==> src/rtl/cpu_boot_sequencer.sv <==
// cpu_boot_sequencer: streams a program from the host into the CPU
// instruction memory, holds the CPU in reset while loading and for a short
// settle time, then runs it for a bounded or unbounded number of cycles.
module cpu_boot_sequencer #(
  parameter logic [31:0] ADDR_BASE = 32'd0,
  parameter int          MAX_WORDS = 64,
  parameter int          RST_HOLD  = 4,
  parameter int          CNT_W     = 16
) (
  input  logic                           clk,
  input  logic                           rst,
  input  logic                           prog_valid,
  output logic                           prog_ready,
  input  logic [31:0]                    prog_data,
  input  logic                           prog_last,
  input  logic [CNT_W-1:0]               run_cycles,
  input  logic                           abort,
  output logic                           cpu_rst,
  output logic                           initialize,
  output logic [31:0]                    init_addr,
  output logic [31:0]                    init_data,
  output logic                           running,
  output logic                           done,
  output logic                           error,
  output logic [$clog2(MAX_WORDS+1)-1:0] word_count
);

  localparam int WC_W = $clog2(MAX_WORDS+1);
  localparam int HC_W = (RST_HOLD > 1) ? $clog2(RST_HOLD) : 1;

  typedef enum logic [2:0] {S_IDLE, S_LOAD, S_HOLD, S_RUN, S_DONE} state_t;

  state_t            state, state_nxt;
  logic [31:0]       addr;       // address the next loaded word goes to
  logic [HC_W-1:0]   hold_cnt;
  logic [CNT_W-1:0]  run_cnt;
  logic [CNT_W-1:0]  run_len;    // run length latched with the last word

  logic              accept, start, full, wr, ovf, hold_end, run_end;
  logic [WC_W-1:0]   cnt_eff;
  logic [31:0]       wr_addr;

  // Handshake decode and next-state selection. A new load from IDLE/DONE
  // behaves as if the word count and address were already rewound.
  always_comb begin
    state_nxt  = state;
    prog_ready = ((state == S_IDLE) || (state == S_LOAD) || (state == S_DONE)) && !abort;
    accept     = prog_valid && prog_ready;
    start      = accept && (state != S_LOAD);
    cnt_eff    = start ? '0 : word_count;
    wr_addr    = start ? ADDR_BASE : addr;
    full       = (cnt_eff == WC_W'(MAX_WORDS));
    wr         = accept && !full;
    ovf        = accept && full;
    hold_end   = (state == S_HOLD) && (hold_cnt == HC_W'(RST_HOLD-1));
    run_end    = (state == S_RUN) && (run_len != '0) && (run_cnt == run_len - CNT_W'(1));
    if (abort) begin
      state_nxt = S_IDLE;
    end else begin
      case (state)
        S_IDLE, S_LOAD, S_DONE: begin
          if (ovf)     state_nxt = S_DONE;
          else if (wr) state_nxt = prog_last ? S_HOLD : S_LOAD;
        end
        S_HOLD:  if (hold_end) state_nxt = S_RUN;
        S_RUN:   if (run_end)  state_nxt = S_DONE;
        default: state_nxt = S_IDLE;
      endcase
    end
  end

  // State register.
  always_ff @(posedge clk or negedge rst) begin
    if (!rst) state <= S_IDLE;
    else      state <= state_nxt;
  end

  // Registered outputs, load datapath and the hold/run counters.
  always_ff @(posedge clk or negedge rst) begin
    if (!rst) begin
      cpu_rst    <= 1'b1;
      initialize <= 1'b0;
      init_addr  <= ADDR_BASE;
      init_data  <= '0;
      running    <= 1'b0;
      done       <= 1'b0;
      error      <= 1'b0;
      word_count <= '0;
      addr       <= ADDR_BASE;
      hold_cnt   <= '0;
      run_cnt    <= '0;
      run_len    <= '0;
    end else begin
      cpu_rst    <= (state_nxt != S_RUN);
      running    <= (state_nxt == S_RUN);
      // done only survives while we stay in DONE, so a new load or abort drops it
      done       <= (state_nxt == S_DONE) && (done || run_end);
      initialize <= wr;
      hold_cnt   <= ((state == S_HOLD) && !hold_end) ? hold_cnt + HC_W'(1) : '0;
      run_cnt    <= (state == S_RUN) ? run_cnt + CNT_W'(1) : '0;
      if (start) begin
        word_count <= '0;
        error      <= 1'b0;
      end
      if (ovf) error <= 1'b1;
      if (wr) begin
        init_addr  <= wr_addr;
        init_data  <= prog_data;
        addr       <= wr_addr + 32'd4;
        word_count <= cnt_eff + WC_W'(1);
        if (prog_last) run_len <= run_cycles;
      end
    end
  end

endmodule

==> config.mk <==
export PLATFORM = sky130hd
export DESIGN_NAME = cpu_boot_sequencer
export DESIGN_NICKNAME = d
export VERILOG_FILES = /design/src/rtl/cpu_boot_sequencer.sv
export SDC_FILE = /design/constraint.sdc
export NUM_CORES = 1
export LEC_CHECK = 0
export CAP_MARGIN = 20
export CORE_UTILIZATION = 35
export DETAILED_ROUTE_END_ITERATION = 10
export GPL_TIMING_DRIVEN = 0
export MAX_ROUTING_LAYER = met4
export SYNTH_ARGS = -nofsm -noshare
export SYNTH_HDL_FRONTEND = slang
export SYNTH_SLANG_ARGS = --single-unit
==> constraint.sdc <==
create_clock -name clk -period 6.09 [get_ports clk]
set_clock_uncertainty 0.15 [all_clocks]
set_input_delay 0.609 -clock clk [delete_from_list [all_inputs] [get_ports clk]]
set_output_delay 0.609 -clock clk [all_outputs]
set_load 0.1 [all_outputs]
==> key figures <==
Routing
  • Post-Route WL: 16300 um
  • Remaining antenna violation count: 0
  • DRC errors left: 0
  • Via count: 5311
  • DRT iter0 DRCs: 211
  • Via density: 4.89
  • Routed WL per cell: 15.0 um
  • 1st-pass router iterations: 5

Min path
  • HP Class: input port to async pin

Clock tree
  • Total number of H-tree levels: 4
  • Num CTS Buffers: 17
  • CTS tree: yes
  • Post CTS Setup Buffer Count: 0
  • Hold_buf cts: 0
  • CTS Sinks: 141
  • Clk_lat worst skew: 430 ps
  • Clk pin slew, worst setup/hold paths: 60 ps
  • Clock Path Buffers: 2
  • CTS root buffer: clkbuf_16
  • Post-CTS Resized: 0

Floorplanning
  • Die height: 140 um
  • Core ar.: 0.0187 mm2
  • Die Wd: 140 um
  • Initial Utilization: 35.8%
  • Top-level I/O count: 130
  • Cell row count: 50
  • Die footprint: 0.0197 mm2

Critical path
  • Slowest cell delay on critical path: 690 ps
  • Worst path top cell family by delay: buffers and inverters
  • Worst Path Required: 6280 ps
  • WP buf/inv: 5
  • Worst Path Arrival: 4790 ps
  • Critical path's slowest cell: or4b_2
  • Crit Path Max Fanout: 10
  • Crit end category: flip-flop
  • CP cell instances: clkdlybuf4s50_1, or4b_2, buf_2, buf_1, nand2_1, ha_1, nor4b_4, a21oi_1, o21bai_1, buf_2, buf_1, nand2_1, o21ai_0
  • Setup CP Type: input port to flip-flop
  • Startpoint types: input port

STA
  • Fin. max-slew vios: 0
  • Final period util: 75.5%
  • Setup slack after layout: 1490 ps
  • Rel. slew slack: 30.0%
  • Final Hold Vio Count: 5
  • Fmax: 0.218 GHz
  • Final setup violation count: 0
  • Final hold slack: -6.46 ps
  • Minimum clock period after layout: 4600 ps
  • Fin Setup TNS: 0 ps
  • Worst-Margin Slew: 1050 ps
  • Unrepaired setup endpoints after global routing: no

Synth
  • Post-synthesis cell type count: 64
  • Multiplexer share of the synthesized area: 2.69%
  • Average cell area after synthesis: 9.67 um2
  • Post-synthesis adder-cell area fraction: 1.31%
  • Yosys top cell by area: dfrtp_1
  • Synth warnings: 0
  • Top-area cell type share of the netlist area: 52.4%
  • Post-synthesis sequential element count: 141
  • Mapped Cells: 692
  • Number of synthesized flops with an enable pin: 0
  • Register area share after synthesis: 52.8%
  • Asr flop ratio synth: 100%
  • Post-Synth XOR/XNOR Area: 7.33%
  • Top FF cell, synth: dfrtp_1
  • Simple-Gate Fraction of Synth Area: 24.9%
  • Netlist Area Pre-Place: 0.00669 mm2
  • Synth Area in Compound Gates: 7.93%
  • Largest family of logic cells by synthesized area: simple AND/OR/NAND/NOR gates
  • Largest cells by area after synthesis: dfrtp_1 52%, nand2_1 11%, xor2_1 3.8%

Pwr
  • Cell leakage power: 0.00395 uW
  • Final Total Pwr: 3040 uW
  • PD cells: 338 mW/mm2
  • Maximum vdd drop: 0.209 mV

Global routing
  • GRT Resource Usage Total: 17.9%
  • First-pass GRT wire length: 26500 um
  • Total grt overflow: 0
  • Initial antenna violation count: 0
  • Largest net degree at the start of global routing: 86
  • Vias in the first global route: 5142

Finish
  • Filler Cell Count: 1790
  • N_diodes: 0
  • Final nets: 900
  • Seq. cell area: 0.00353 mm2
  • Synth-to-layout area growth: 34.2%
  • Fin cells: 1086
  • Layout cells sized above 1: 9.51%
  • Area of the multi-input gates: 0.00296 mm2

Place
  • Cells after DPL: 1055
  • Placement Setup Slack: 997 ps
  • RePlAce Congestion: 0.786
  • Port bufs: 127
  • DP HPWL: 11700 um

Status
  • Result of the run: finished with violations
  • Failing checks: hold timing

Job
  • Max Cap Viol: 0
==> registers in the layout, summed over array words and instances, names as in the netlist <==
name,cells
init_data,32
addr,30
init_addr,30
run_cnt,16
run_len,16
word_count,7
state,3
hold_cnt,2
cpu_rst,1
done,1
error,1
initialize,1
running,1
==> worst reg2reg max path, cell delays in order (launching register included) <==
cell      delay [ps]
dfrtp_1          350
buf_2            160
or4b_2           600
buf_2            210
buf_1            330
nand2_1          210
ha_1             180
nor4b_4          410
a21oi_1          180
o21bai_1         510
buf_2            330
buf_1            430
nand2_1          120
o21ai_0           80
==> cells in the mapped netlist, types with 3 or more instances <==
| cell type | n |
|---|---|
| a41o_1 | 3 |
| dfrtp_1 | 140 |
| mux2_2 | 16 |
| clkbuf_1 | 14 |
| o21ai_0 | 38 |
| nor2b_1 | 5 |
| buf_6 | 3 |
| nand2b_1 | 3 |
| a31oi_1 | 5 |
| nand3_1 | 21 |
| inv_1 | 12 |
| buf_2 | 5 |
| ha_1 | 7 |
| or3_1 | 5 |
| a21oi_1 | 11 |
| xor2_1 | 29 |
| nand2_1 | 189 |
| nor4_1 | 5 |
| xnor2_1 | 27 |
| nor3_1 | 10 |
| nor2_1 | 51 |
| and3_1 | 15 |
| nor3_2 | 4 |
| nand4_1 | 7 |
| buf_1 | 8 |
| and4_1 | 5 |
| nor3b_1 | 7 |
==> report_power, final <==
part | internal (uW) | leakage [uW] | switching [uW] | total, uW
sequential | 1010 | 0.00187 | 67.9 | 1080
clock | 810 | 0.000330 | 410 | 1220
combinational | 210 | 0.00175 | 527 | 737
total | 2030 | 0.00395 | 1000 | 3040
==> cell type report <==
cell class | count | share of cell area (%)
Inverter | 13 | 0.544
Clock buffer | 17 | 4.74
Clock inverter | 14 | 2.95
Multi-Input combinational cell | 507 | 33.0
Timing Repair Buffer | 128 | 14.5
Sequential cell | 141 | 39.3
Buffer | 32 | 1.74
Tap cell | 234 | 3.26
==> routing by layer <==
metal  share of wire [%]  wire [um]  global-route usage, %  vias up
li1                    -          -                      -     2636
met1                  47       7640                   22.8     2520
met2                  47       7590                   27.7      139
met3                 5.4        883                   5.06       16
met4                 1.0        171                   5.21        0
met5                   0          0                      -        -
==> layout by cell type, fill, tap and decap left out, drive strengths merged, types with 3 or more instances in the layout <==
cell type      synthesis  routed
nand2                189     189
dfrtp                140     140
clkdlybuf4s50          0     126
nor2                  52      52
o21ai                 39      39
clkbuf                14      31
xor2                  29      29
xnor2                 27      27
nand3                 21      21
buf                   18      20
mux2                  16      16
and3                  15      15
inv                   13      15
nor3                  14      14
a21oi                 11      11
nand4                  9       9
nor4                   8       8
nor3b                  7       7
ha                     7       7
bufinv                 0       7
nor2b                  5       5
or3                    5       5
and4                   5       5
a31oi                  5       5
nand2b                 3       3
a41o                   3       3
o311ai                 3       3
a211oi                 3       3
clkinv                 0       3
==> final timing paths <==
path                       slack [ps]        start            end  cells after the start
setup / recovery                 1490        abort  init_addr[30]                     13
hold / removal                     -6          rst   init_addr[8]                      1
setup reg to reg                 1750     state[0]  init_addr[30]                     13
hold reg to reg                   300  hold_cnt[0]    hold_cnt[0]                      1
max in group asynchronous        4960          rst        cpu_rst                      2
min in group clk                  300  hold_cnt[0]    hold_cnt[0]                      1
==> cells by family (layout without fill, tap and decap cells) <==
family	Yosys count	in the layout
adder cells (fa/ha/maj)	7	7
AND/OR/NAND/NOR	346	346
buffers and inverters	45	204
XOR/XNOR	56	56
multiplexers	16	16
other	1	2
flip-flops	141	141
AO/OA/AOI/OAI	80	80
==> metrics by stage <==
| stage | instance area [um2] | util (%) |
|---|---|---|
| 6_report | 8980 | 48.0 |
| 4_1_cts | 8980 | 48.0 |
| 3_5_place_dp | 8290 | 44.3 |
| 3_3_place_gp | 8260 | 44.1 |
| 5_1_grt | 8980 | 48.0 |
| 2_1_floorplan | 6690 | - |
(Power assumes the default switching activity.)
==> variant: new RTL, same settings <==
`MAX_WORDS`: 64 -> 32.
--- a/src/rtl/cpu_boot_sequencer.sv
+++ b/src/rtl/cpu_boot_sequencer.sv
@@ -5,3 +5,3 @@
   parameter logic [31:0] ADDR_BASE = 32'd0,
-  parameter int          MAX_WORDS = 64,
+  parameter int          MAX_WORDS = 32,
   parameter int          RST_HOLD  = 4,
Interface: changed (resized word_count); port bits go from 130 to 129. The function was not compared with the original's and may differ.
==> variant against the original RTL <==
  * Via count increased by 0.13%
  * Die area decreased by 2.0%
  * Final area decreased by 2.8%
  * Wire length increased by 1.6%
  * Sequential cell count decreased by 1
  * Hold slack improved by 85 ps
  * Area after synthesis decreased by 2.0%
  * Worst setup slack got worse by 260 ps
  * Final cell count decreased by 0.83%
  * Largest power group is now registers
  * The flow finishes with violations (DRC)
  * Synthesized cell count decreased by 0.58%
  * Total power decreased by 1.7%
==> variant: results (changes against the original RTL) <==
Status
  – Status: complete, but fails checks
  – Failing checks: DRC

Synth
  – Main synth FF type: dfrtp_1
  – Fraction of registers with async set/reset: 1.00 (unchanged)
  – Mean Syn Cell Area: 9.53 um^2 (-1.5%)
  – Commonest cells post-synth: nand2_1 (198), dfrtp_1 (139), nor2_1 (43), o21ai_0 (37), xor2_1 (33)
  – Top post-synthesis cells by area: dfrtp_1 (53%), nand2_1 (11%), xor2_1 (4.4%), o21ai_0 (2.8%), mux2_2 (2.7%)
  – Seq/Total Area, Yosys: 0.535 (+0.00706)
  – Synth cell types: 57 (-11%)

Global route
  – First-pass GRT wire length: 27.7 mm (+4.5%)
  – Initial antenna violation count: 0 (unchanged)
  – Pin count of the biggest net entering global routing: 77 (-10%)
  – GRT Resource Usage Total: 0.188 (+0.00928)

Placement
  – Cell total after placement: 1045 (-0.95%)
  – RePlAce Congestion: 0.812 (+3.3%)
  – Port buffer count: 126 (-0.79%)
  – Cell area after placement: 8140 um^2 (-1.8%)
  – Post-DP HPWL: 11.6 mm (-1.4%)
  – Pre-CTS WS: 784 ps (-213 ps)

Clock network
  – Worst-Skew Late Latency: 420 ps
  – Clock root buffer: clkbuf_16
  – CTS Buffer Depth: 2 (unchanged)
  – Reg clk slew, reported paths: 60 ps (about the same)
  – Setup repair bufs after CTS: 0 (unchanged)

Routing
  – Vias per std cell: 4.94 (+0.97%)
  – DRC viols: 2 (+2)
  – DRT Wirelength: 16.6 mm (+1.6%)
  – DR iter-0 viols: 354 (+68%)
  – Drt first pass iters: 7 (+2)

Critical path
  – Worst path slowest cell: or4b_2
  – Reg2Reg Capture Point: run_len[10]$_DFFE_PN0P_
  – CP max stage delay: 790 ps (+100 ps)
  – Critical Path Source: abort
  – Reg2reg path depth: 11 (-2)
  – CP Max Fanout: 10 (unchanged)
  – R2R Setup Slk: 1520 ps (-230 ps)
  – CP delay by family, top: simple AND/OR/NAND/NOR gates
  – Arr. time, crit path: 5010 ps (+220 ps)

STA
  – Slew Limit Headroom: 0.303 (+0.00277)
  – Worst Hold Slack: 78.1 ps (+84.5 ps)

Power and ir drop
  – Leakage Power: 0.00383 uW (-3.2%)
  – Peak supply drop: 216 uV (+3.3%)

Finish
  – Layout cells sized above 1: 0.0837 (-0.0113)
  – Total Nets Final: 895 (-0.56%)
  – Non-filler cells, final: 1077 (-0.83%)
  – N_diodes: 0 (unchanged)
  – Largest regs: init_data: 32 flops, addr: 30 flops, init_addr: 30 flops

Die
  – Core area: 18100 um^2 (-3.0%)
-- variant: cell count changes after synthesis, moves of 5 or more --
cell / unedited run / this run
and3_1: 15 / 8
or3_1: 5 / 11
xnor2_1: 27 / 20
nor3b_1: 7 / 1
nor2_1: 51 / 43
nand4_1: 7 / 12
a21oi_1: 11 / 18
nand3_1: 21 / 26
nand2_1: 189 / 198
-- variant: worst max-delay path by stage --
stage	to	slack, ps	depth (start not counted)
after global routing	run_len[14]$_DFFE_PN0P_	800	12
after floorplan	run_len[10]$_DFFE_PN0P_	2320	11
final	run_len[10]$_DFFE_PN0P_	1230	12
after global placement	run_len[10]$_DFFE_PN0P_	-1630	1
after detailed placement	run_len[10]$_DFFE_PN0P_	780	12
after CTS	run_len[10]$_DFFE_PN0P_	1190	12
-- variant: area by class of cell --
| cell class | instances | area, um^2 |
|---|---|---|
| fillers | 1737 | 9420 |
| flip-flops and latches | 140 | 3500 |
| multi-input cells | 510 | 2900 |
| repair buffers | 127 | 1290 |
| clock buffers | 19 | 453 |
| well taps | 229 | 287 |
| clock inverters | 13 | 138 |
| plain buffers | 29 | 120 |
| inverters | 10 | 37.5 |
-- variant: metal layers --
layer,up-vias,routed length (um),GRT usage
met3,13,939,0.0532
met4,0,185,0.0561
met2,115,7600,0.282
li1,2624,-,-
met5,-,0,-
met1,2566,7830,0.247
-- variant: cells by family after synthesis --
logic type / Yosys count / synth area share
buffers and inverters: 39 / 0.0240
other: 1 / 0.000572
muxes: 17 / 0.0290
AOI/OAI and AO/OA: 76 / 0.0708
DFF: 140 / 0.535
xor gates and xnor gates: 53 / 0.0708
adders and majority gates: 7 / 0.0134
and+or+nand+nor: 355 / 0.257
-- variant: power by group --
part           internal, uW  switching, uW  total [uW]
clock network           626            415        1040
logic                   231            600         831
registers              1020           94.3        1110
